File: src/rtl/sa_pkg.sv
// Shared definitions for the systolic-array datapath: default matrix geometry,
// collector state encoding and a small index-width helper.
package sa_pkg;

    localparam int unsigned SA_DW      = 8;
    localparam int unsigned SA_ROWS    = 2;
    localparam int unsigned SA_COLS    = 2;
    localparam int unsigned SA_TIMEOUT = 64;

    typedef enum logic [1:0] {
        ST_IDLE = 2'd0,
        ST_FILL = 2'd1,
        ST_HOLD = 2'd2
    } sa_state_e;

    // Index width for n slots, never less than one bit
    function automatic int unsigned sa_idx_w(input int unsigned n);
        return (n > 1) ? $clog2(n) : 1;
    endfunction

endpackage

File: src/rtl/sa_collect_ctrl.sv
// Collector control: IDLE/FILL/HOLD sequencing, slot index, sticky error flags.
// Optional fill watchdog enabled by macro SA_COLLECT_TIMEOUT_EN.
module sa_collect_ctrl
    import sa_pkg::*;
#(
    parameter int unsigned N       = SA_ROWS * SA_COLS,
`ifdef SA_COLLECT_TIMEOUT_EN
    parameter int unsigned TIMEOUT = SA_TIMEOUT,
`endif
    parameter int unsigned IDX_W   = sa_idx_w(N)
) (
    input  logic             clk,
    input  logic             reset,
    input  logic             arm_i,
    input  logic             in_en_i,
    input  logic             res_ready_i,
    output logic [IDX_W-1:0] idx_o,
    output logic             wr_en_c_o,
    output logic             clr_c_o,
    output logic             res_valid_o,
    output logic             busy_o,
    output logic             err_unexp_o,
    output logic             err_ovf_o
`ifdef SA_COLLECT_TIMEOUT_EN
    ,
    output logic             err_tmo_o
`endif
);

    sa_state_e        state_q, state_d;
    logic [IDX_W-1:0] idx_q, idx_d;
    logic             res_valid_q, busy_q;
    logic             err_unexp_q, err_ovf_q;
    logic             err_unexp_d, err_ovf_d;
    logic             last_slot;
    logic             tmo_hit;
    logic             arm_acc_c, wr_en_c, set_unexp_c, set_ovf_c, clr_c;

    assign last_slot = (idx_q == IDX_W'(N - 1));

`ifdef SA_COLLECT_TIMEOUT_EN
    localparam int unsigned TW = $clog2(TIMEOUT + 1);

    logic [TW-1:0] tmo_cnt_q, tmo_cnt_d;
    logic          err_tmo_q, err_tmo_d;

    // Watchdog fires after TIMEOUT consecutive FILL cycles without strobe or arm
    assign tmo_hit = (state_q == ST_FILL) && !arm_i && !in_en_i &&
                     (tmo_cnt_q == TW'(TIMEOUT - 1));

    // Idle-cycle counter, restarted by any strobe or arm and outside FILL
    always_comb begin
        tmo_cnt_d = '0;
        if ((state_q == ST_FILL) && !arm_i && !in_en_i && !tmo_hit) begin
            tmo_cnt_d = tmo_cnt_q + TW'(1);
        end
        err_tmo_d = (arm_acc_c ? 1'b0 : err_tmo_q) | tmo_hit;
    end

    // Watchdog registers
    always_ff @(posedge clk) begin
        if (reset) begin
            tmo_cnt_q <= '0;
            err_tmo_q <= 1'b0;
        end else begin
            tmo_cnt_q <= tmo_cnt_d;
            err_tmo_q <= err_tmo_d;
        end
    end

    assign err_tmo_o = err_tmo_q;
`else
    assign tmo_hit = 1'b0;
`endif

    // State register
    always_ff @(posedge clk) begin
        if (reset) begin
            state_q <= ST_IDLE;
        end else begin
            state_q <= state_d;
        end
    end

    // Next-state logic; arm in FILL restarts, arm in HOLD only counts with a transfer
    always_comb begin
        state_d = state_q;
        case (state_q)
            ST_IDLE: begin
                if (arm_i) state_d = ST_FILL;
            end
            ST_FILL: begin
                if (arm_i)                       state_d = ST_FILL;
                else if (in_en_i && last_slot)   state_d = ST_HOLD;
                else if (tmo_hit)                state_d = ST_IDLE;
            end
            ST_HOLD: begin
                if (res_ready_i) state_d = arm_i ? ST_FILL : ST_IDLE;
            end
            default: state_d = ST_IDLE;
        endcase
    end

    // Per-state control strobes for the element file and error flags
    always_comb begin
        arm_acc_c   = 1'b0;
        wr_en_c     = 1'b0;
        set_unexp_c = 1'b0;
        set_ovf_c   = 1'b0;
        case (state_q)
            ST_IDLE: begin
                arm_acc_c   = arm_i;
                set_unexp_c = in_en_i && !arm_i;
            end
            ST_FILL: begin
                arm_acc_c = arm_i;
                wr_en_c   = in_en_i && !arm_i;
            end
            ST_HOLD: begin
                arm_acc_c = arm_i && res_ready_i;
                set_ovf_c = in_en_i;
            end
            default: ;
        endcase
        clr_c = arm_acc_c || tmo_hit;
    end

    // Slot index and sticky flag next values
    always_comb begin
        idx_d = idx_q;
        if (clr_c || (wr_en_c && last_slot)) begin
            idx_d = '0;
        end else if (wr_en_c) begin
            idx_d = idx_q + IDX_W'(1);
        end
        err_unexp_d = (arm_acc_c ? 1'b0 : err_unexp_q) | set_unexp_c;
        err_ovf_d   = (arm_acc_c ? 1'b0 : err_ovf_q)   | set_ovf_c;
    end

    // Index, status and error registers
    always_ff @(posedge clk) begin
        if (reset) begin
            idx_q       <= '0;
            res_valid_q <= 1'b0;
            busy_q      <= 1'b0;
            err_unexp_q <= 1'b0;
            err_ovf_q   <= 1'b0;
        end else begin
            idx_q       <= idx_d;
            res_valid_q <= (state_d == ST_HOLD);
            busy_q      <= (state_d == ST_FILL);
            err_unexp_q <= err_unexp_d;
            err_ovf_q   <= err_ovf_d;
        end
    end

    assign idx_o       = idx_q;
    assign wr_en_c_o   = wr_en_c;
    assign clr_c_o     = clr_c;
    assign res_valid_o = res_valid_q;
    assign busy_o      = busy_q;
    assign err_unexp_o = err_unexp_q;
    assign err_ovf_o   = err_ovf_q;

endmodule

File: src/rtl/sa_result_collector.sv
// Systolic-array result collector: reassembles the serialized result stream
// row-major into a ROWS x COLS matrix and offers it with valid/ready.
// Optional fill watchdog and err_tmo port enabled by macro SA_COLLECT_TIMEOUT_EN.
module sa_result_collector
    import sa_pkg::*;
#(
    parameter int unsigned DW      = SA_DW,
    parameter int unsigned ROWS    = SA_ROWS,
`ifdef SA_COLLECT_TIMEOUT_EN
    parameter int unsigned TIMEOUT = SA_TIMEOUT,
`endif
    parameter int unsigned COLS    = SA_COLS
) (
    input  logic                   clk,
    input  logic                   reset,
    input  logic                   arm,
    input  logic                   in_en,
    input  logic [DW-1:0]          in_data,
    output logic                   res_valid,
    input  logic                   res_ready,
    output logic [ROWS*COLS*DW-1:0] res_mat,
    output logic                   busy,
    output logic                   err_unexp,
    output logic                   err_ovf
`ifdef SA_COLLECT_TIMEOUT_EN
    ,
    output logic                   err_tmo
`endif
);

    localparam int unsigned N     = ROWS * COLS;
    localparam int unsigned IDX_W = sa_idx_w(N);

    logic [IDX_W-1:0] idx;
    logic             wr_en_c;
    logic             clr_c;
    logic [DW-1:0]    mat_q [N];

    sa_collect_ctrl #(
        .N       (N),
`ifdef SA_COLLECT_TIMEOUT_EN
        .TIMEOUT (TIMEOUT),
`endif
        .IDX_W   (IDX_W)
    ) u_ctrl (
        .clk         (clk),
        .reset       (reset),
        .arm_i       (arm),
        .in_en_i     (in_en),
        .res_ready_i (res_ready),
        .idx_o       (idx),
        .wr_en_c_o   (wr_en_c),
        .clr_c_o     (clr_c),
        .res_valid_o (res_valid),
        .busy_o      (busy),
        .err_unexp_o (err_unexp),
        .err_ovf_o   (err_ovf)
`ifdef SA_COLLECT_TIMEOUT_EN
        ,
        .err_tmo_o   (err_tmo)
`endif
    );

    // Element register file: cleared on accepted arm or abort, written per strobe
    always_ff @(posedge clk) begin
        if (reset || clr_c) begin
            for (int i = 0; i < N; i++) begin
                mat_q[i] <= '0;
            end
        end else if (wr_en_c) begin
            mat_q[idx] <= in_data;
        end
    end

    // Flatten row-major, element (0,0) in the LSBs
    always_comb begin
        res_mat = '0;
        for (int i = 0; i < N; i++) begin
            res_mat[i*DW +: DW] = mat_q[i];
        end
    end

endmodule

File: config.mk
export PLATFORM = sky130hd
export DESIGN_NAME = sa_result_collector
export DESIGN_NICKNAME = d
export VERILOG_FILES = /design/src/rtl/sa_pkg.sv /design/src/rtl/sa_collect_ctrl.sv /design/src/rtl/sa_result_collector.sv
export SDC_FILE = /design/constraint.sdc
export NUM_CORES = 1
export LEC_CHECK = 0
export CORE_ASPECT_RATIO = 1.4
export CORE_MARGIN = 2
export CORE_UTILIZATION = 30
export DETAILED_ROUTE_END_ITERATION = 8
export HOLD_SLACK_MARGIN = 0.06
export PLACE_DENSITY = 0.6
export SYNTH_ARGS = -nofsm -noshare
export SYNTH_HDL_FRONTEND = slang
export SYNTH_SLANG_ARGS = --single-unit
export TNS_END_PERCENT = 100
File: constraint.sdc
create_clock -name clk -period 4.4 [get_ports clk]
set_clock_uncertainty 0.15 [all_clocks]
set_input_delay 0.44 -clock clk [delete_from_list [all_inputs] [get_ports clk]]
set_output_delay 0.44 -clock clk [all_outputs]
set_load 0.02 [all_outputs]
==> results of run 1 <==
[sequential cells by signal, summed over array words and instances, names as in the netlist]
signal,count
u_ctrl.idx_o,2
u_ctrl.state_q,2
mat_q,32
u_ctrl.res_valid_o,1
u_ctrl.err_ovf_o,1
u_ctrl.err_unexp_o,1
u_ctrl.busy_o,1
[final timing paths]
kind                                        start               end  slack, ps  cells past startpoint
worst max-delay path                        reset       mat_q[2][4]       1950                      4
worst max register to register  u_ctrl.state_q[0]       mat_q[3][7]       2090                      3
worst min register to register   u_ctrl.err_ovf_o  u_ctrl.err_ovf_o        330                      1
worst min-delay path             u_ctrl.err_ovf_o  u_ctrl.err_ovf_o        330                      1
[placed cells by master, fill, tap and decap left out, drive strengths merged, types with 2 or more instances in the layout]
master and instances:
and2 24, nand3 3, nor3b 2, and3 8, inv 3, a21oi 3, dfxtp 8, nand2 3
nor2 3, clkinv 2, clkdlybuf4s50 48, clkbuf 5, nand2b 3, edfxtp 32, nor2b 4, nor4 2
[power groups by stage]
stage | clock [µW] | combinational (µW) | sequential, µW
floorplan | 0 | 17.6 | 461
global placement | 0 | 89.7 | 440
detailed placement | 0 | 91.3 | 440
CTS | 293 | 91.5 | 432
global route | 306 | 95.4 | 434
finish | 285 | 90.7 | 431
[area by class of cell]
class,count,area share [%]
Sequential cell,40,49.1
Multi-Input combinational cell,66,21.1
Timing Repair Buffer,48,21.1
Tap cell,66,3.62
Clock buffer,5,3.02
Clock inverter,3,1.64
Inverter,3,0.493
[critical path, stage by stage]
cell and delay (ps):
clkdlybuf4s50_1 530, or4b_4 590, nor4_4 300, nand2b_1 390
[per-layer routing]
layer	share of wire (%)	track usage, %	up-vias
li1	-	-	507
met1	39	13.5	502
met2	54	22.3	32
met3	5.5	3.74	5
met4	1.2	4.59	0
met5	0	0	-
[logic make-up (layout without fill, tap and decap cells)]
kind of cell	Yosys count	count (layout)	share of synthesized area [%]
AOI/OAI and AO/OA	8	8	3.79
DFF	40	40	69.3
adders and majority gates	1	1	0.774
and+or+nand+nor	56	56	24.5
muxes	1	1	0.619
buffers and inverters	4	59	0.929
[metrics by stage]
step | hold slack [ps] | power [µW] | worst slack (ps) | utilization, %
2_1_floorplan | 359 | 478 | 2340 | -
3_5_place_dp | 309 | 532 | 1620 | 41.9
4_1_cts | 332 | 816 | 1930 | 43.9
6_report | 327 | 807 | 1950 | 43.9
5_1_grt | 368 | 836 | 1840 | 43.9
3_3_place_gp | 332 | 529 | 1730 | 41.9
==> flow_summary.toml, run 1 <==
[routing]
postRouteAntennaNets = 0
drtIter0Drc = 12
wirelength_um = 3420
via_per_inst = 4.53
route.vias.total = 1046
route.detailed.drc = 0
wl_per_cell_um = 14.8
drt_pass1_iterations = 4

[clock_tree]
postCtsHoldBufs = 0
htreeDepth = 2
root_buffer = "clkbuf_8"
clkTransAtPathRegs_ps = 80
postCtsSetupBuffers = 0
clock_latency_ps = 280
numCtsBuffers = 5
cts.sinks = 40
cts_resized = 0
cts_tree = "built"
cts_max_path_buffers = 2

[timing]
finalCritPeriodShare_pct = 55.7
period_needed_ps = 2450
setup_viol = 0
setup_tns_ps = 0
tightest_slew_ps = 761
max_freq_mhz = 408
hold_viol = 0
slew_headroom_pct = 49.1
rsz0062_at_grt = "false"
finalMaxSlewViolations = 0

[floorplan]
dieWidth_um = 66.0
core_um2 = 5200
rows = 31
initial_utilization_pct = 31.1
ios = 49
die_y_um = 90.9
die_area_um2 = 6000

[logic_synthesis]
yosysUniqueCellTypes = 25
synth_flop_cell = "edfxtp_1"
yosysTopAreaCell = "edfxtp_1"
async_flop_share_pct = 0
yosysMostFrequentCell = "edfxtp_1"
synth-seq-cells = 40
synth_edf_count = 32
synthTopCellsByCount = "edfxtp_1 (32), and2_1 (24), and3_1 (8), dfxtp_1 (8), nor2b_1 (4)"
synth_warnings = 0
synthesis.nets = 124
yosysSeqAreaShare_pct = 69.3
syn_avg_cell_area_um2 = 14.7
synthCells = 110
syn_area_um2 = 1620
synth_top_cells_by_area = "edfxtp_1 (59%), dfxtp_1 (9.9%), and2_1 (9.3%), and3_1 (3.1%), nor4_4 (2.6%)"
yosysTopAreaCellShare_pct = 59.4

[critical_path]
cp.required_ps = 4200
arrival_ps = 2260
setup.worst_path.end_class = "register"
crit_path_max_fanout = 9
start_kind = "primary input"
worstSetupPathType = "primary input to register"

[cells_and_area]
stdcell_area_um2 = 2280
stdcell_count = 231
multi_input_area_um2 = 480
nNetsFinal = 178
fill_cells = 527
register_area_um2 = 1120
drive_gt1_share_pct = 7.27
num_antenna_cells = 0
syn_to_final_growth_pct = 41.2

[power]
vdd_drop_max_v = 0.000160
p_switching_uw = 176
pwr-share-comb_pct = 11.2
power.internal_uw = 632
power.share.sequential_pct = 53.4
swShare_pct = 21.8
powerDensity_nw_per_um2 = 354
leakage_uw = 0.000845
clockPowerShare_pct = 35.3

[global_routing]
grt_pass1_vias = 1095
antenna_found_initial = 0
overflow = 0
grt_usage_pct = 12.5
grt_pass1_wl_um = 5550
grt_max_degree = 14

[place]
hpwl_um = 2640
dp_cells = 223
gp_congestion = 0.763
port_buffers = 48
placedInstanceArea_um2 = 2180

[run_status]
outcome = "complete, no violations"

[job]
max_cap_violations = 0

[min_path]
hp-class = "register to register"
Power figures use the tool's default switching activity.
==> run 2: changes to the inputs <==
==> constraint.sdc (replaced) <==
create_clock -name clk -period 2.44 [get_ports clk]
set_clock_uncertainty 0.15 [all_clocks]
set_input_delay 0.244 -clock clk [delete_from_list [all_inputs] [get_ports clk]]
set_output_delay 0.244 -clock clk [all_outputs]
set_load 0.02 [all_outputs]
==> flow_summary.toml, run 2 (synthesis gave the netlist of run 1 again) <==
[timing]
max_freq_mhz = 477
finalMaxSlewViolations = 0
setup_tns_ps = 0
slew_headroom_pct = 46.2
rsz0062_at_grt = "false"
hold_ws_ps = 353
finalCritPeriodShare_pct = 85.9
setup_viol = 0
hold_viol = 0
tightest_slew_ps = 805
period_needed_ps = 2100

[critical_path]
arrival_ps = 1890
regToRegEndpoint = "mat_q[2][7]"
worstSetupPathType = "primary input to register"
cpPeakStageDelay_ps = 630
setup.worst_path.end_class = "register"
path_cells = "clkdlybuf4s50_1 > or4b_4 > nor4_4 > nand2b_1"
path_delay_family = "simple AND/OR/NAND/NOR gates"
timing.critical_path.buf_inv = 1
regToRegStartpoint = "u_ctrl.state_q[1]"
start_kind = "primary input"
r2r_cells = 3
r2r_slack_ps = 480
cp.required_ps = 2240
critPathSlowestCell = "or4b_4"
crit_path_max_fanout = 8

[power]
p_switching_uw = 302
pwr-share-comb_pct = 12.4
powerDensity_nw_per_um2 = 587
power.share.sequential_pct = 57.8
leakage_uw = 0.000859
power.internal_uw = 1050
fin_total_pwr_uw = 1350
clockPowerShare_pct = 29.8
swShare_pct = 22.4
vdd_drop_max_v = 0.000294

[clock_tree]
clock_latency_ps = 280
root_buffer = "clkbuf_8"
cts_tree = "built"
cts.sinks = 40
postCtsSetupBuffers = 0
cts_resized = 0
postCtsHoldBufs = 0
htreeDepth = 2
numCtsBuffers = 5
cts_max_path_buffers = 2
clkTransAtPathRegs_ps = 70

[place]
dp_cells = 228
hpwl_um = 2660
placedInstanceArea_um2 = 2210
gp_congestion = 0.760
port_buffers = 48

[cells_and_area]
final_common_cell = "clkdlybuf4s50_1"
largest_register = "mat_q"
stdcell_area_um2 = 2290
largest_reg_flops = 32
num_antenna_cells = 0
most-common-layout-cells = "clkdlybuf4s50_1 (48), edfxtp_1 (32), and2_1 (24), and3_1 (8), dfxtp_1 (8)"
stdcell_count = 236
syn_to_final_growth_pct = 42.0
nNetsFinal = 183
drive_gt1_share_pct = 10.0

[routing]
drtIter0Drc = 17
drt_pass1_iterations = 3
via_per_inst = 4.42
postRouteAntennaNets = 0
wirelength_um = 3370
route.vias.total = 1042
wl_per_cell_um = 14.3
route.detailed.drc = 0

[global_routing]
antenna_found_initial = 0
overflow = 0
grt_pass1_wl_um = 5220
grt_usage_pct = 11.8
grt_max_degree = 14
grt_pass1_vias = 1038

[floorplan]
ios = 49
die_area_um2 = 6000
die_y_um = 90.9
dieWidth_um = 66.0
rows = 31
initial_utilization_pct = 31.1
core_um2 = 5200

[min_path]
min_from = "u_ctrl.err_unexp_o"
min_to = "u_ctrl.err_unexp_o"
hp-class = "register to register"
holdPathStages = 1

[job]
max_cap_violations = 0

[run_status]
outcome = "complete, no violations"
==> run 2: changes by cell type in the layout (fill, tap and decap cells not counted), sizes merged <==
cell	change
buf	+5
bufinv	-1
clkbuf	+2
clkinv	-1
==> run 2: power groups by stage <==
stage / Clock (µW) / Combinational, µW / Sequential, µW
after floorplan: 0 / 31.8 / 831
after global placement: 0 / 167 / 793
after detailed placement: 0 / 169 / 794
after CTS: 417 / 169 / 779
after global routing: 439 / 176 / 782
final: 402 / 167 / 778
==> run 2: per-stage QoR <==
stage / setup WS [ps] / utilization, %
floorplan: 501 / -
global placement: 71.2 / 42.6
detailed placement: 29.1 / 42.6
CTS: 337 / 44.2
global route: 241 / 44.2
finish: 344 / 44.2
==> run 2: routing by layer <==
metal / up-vias / wire (µm) / part of all wire [%] / track usage, %
met3: 4 / 163 / 4.8 / 3.24
met1: 491 / 1310 / 39 / 13.1
met5: - / 0 / 0 / 0
met4: 0 / 38 / 1.1 / 3.57
met2: 32 / 1860 / 55 / 21.3
li1: 515 / - / - / -
==> run 2: area by class of cell <==
| type | count | area, µm² |
|---|---|---|
| Sequential cell | 40 | 1120 |
| Fill cell | 503 | 2900 |
| Clock inverter | 1 | 5.00 |
| Tap cell | 66 | 82.6 |
| Inverter | 3 | 11.3 |
| Timing Repair Buffer | 53 | 518 |
| Clock buffer | 7 | 76.3 |
| Multi-Input combinational cell | 66 | 480 |
==> run 2: how the worst max path moves through the flow <==
stage / to / cells past startpoint / from / slack [ps]
global route: mat_q[2][1] / 4 / arm / 240
floorplan: mat_q[0][0] / 3 / u_ctrl.state_q[1] / 500
global placement: mat_q[2][4] / 4 / arm / 70
finish: mat_q[2][7] / 4 / arm / 340
CTS: mat_q[2][5] / 4 / arm / 340
detailed placement: mat_q[2][5] / 4 / arm / 30
==> run 3: changes to the inputs <==
--- a/config.mk
+++ b/config.mk
@@ -5,6 +5,7 @@
 export SDC_FILE = /design/constraint.sdc
 export NUM_CORES = 1
 export LEC_CHECK = 0
+export ABC_CLOCK_PERIOD_IN_PS = 2440
 export CORE_ASPECT_RATIO = 1.4
 export CORE_MARGIN = 2
 export CORE_UTILIZATION = 30
==> results of run 3 <==
Same layout as run 2: the final DEF is identical, and so are final timing and power.
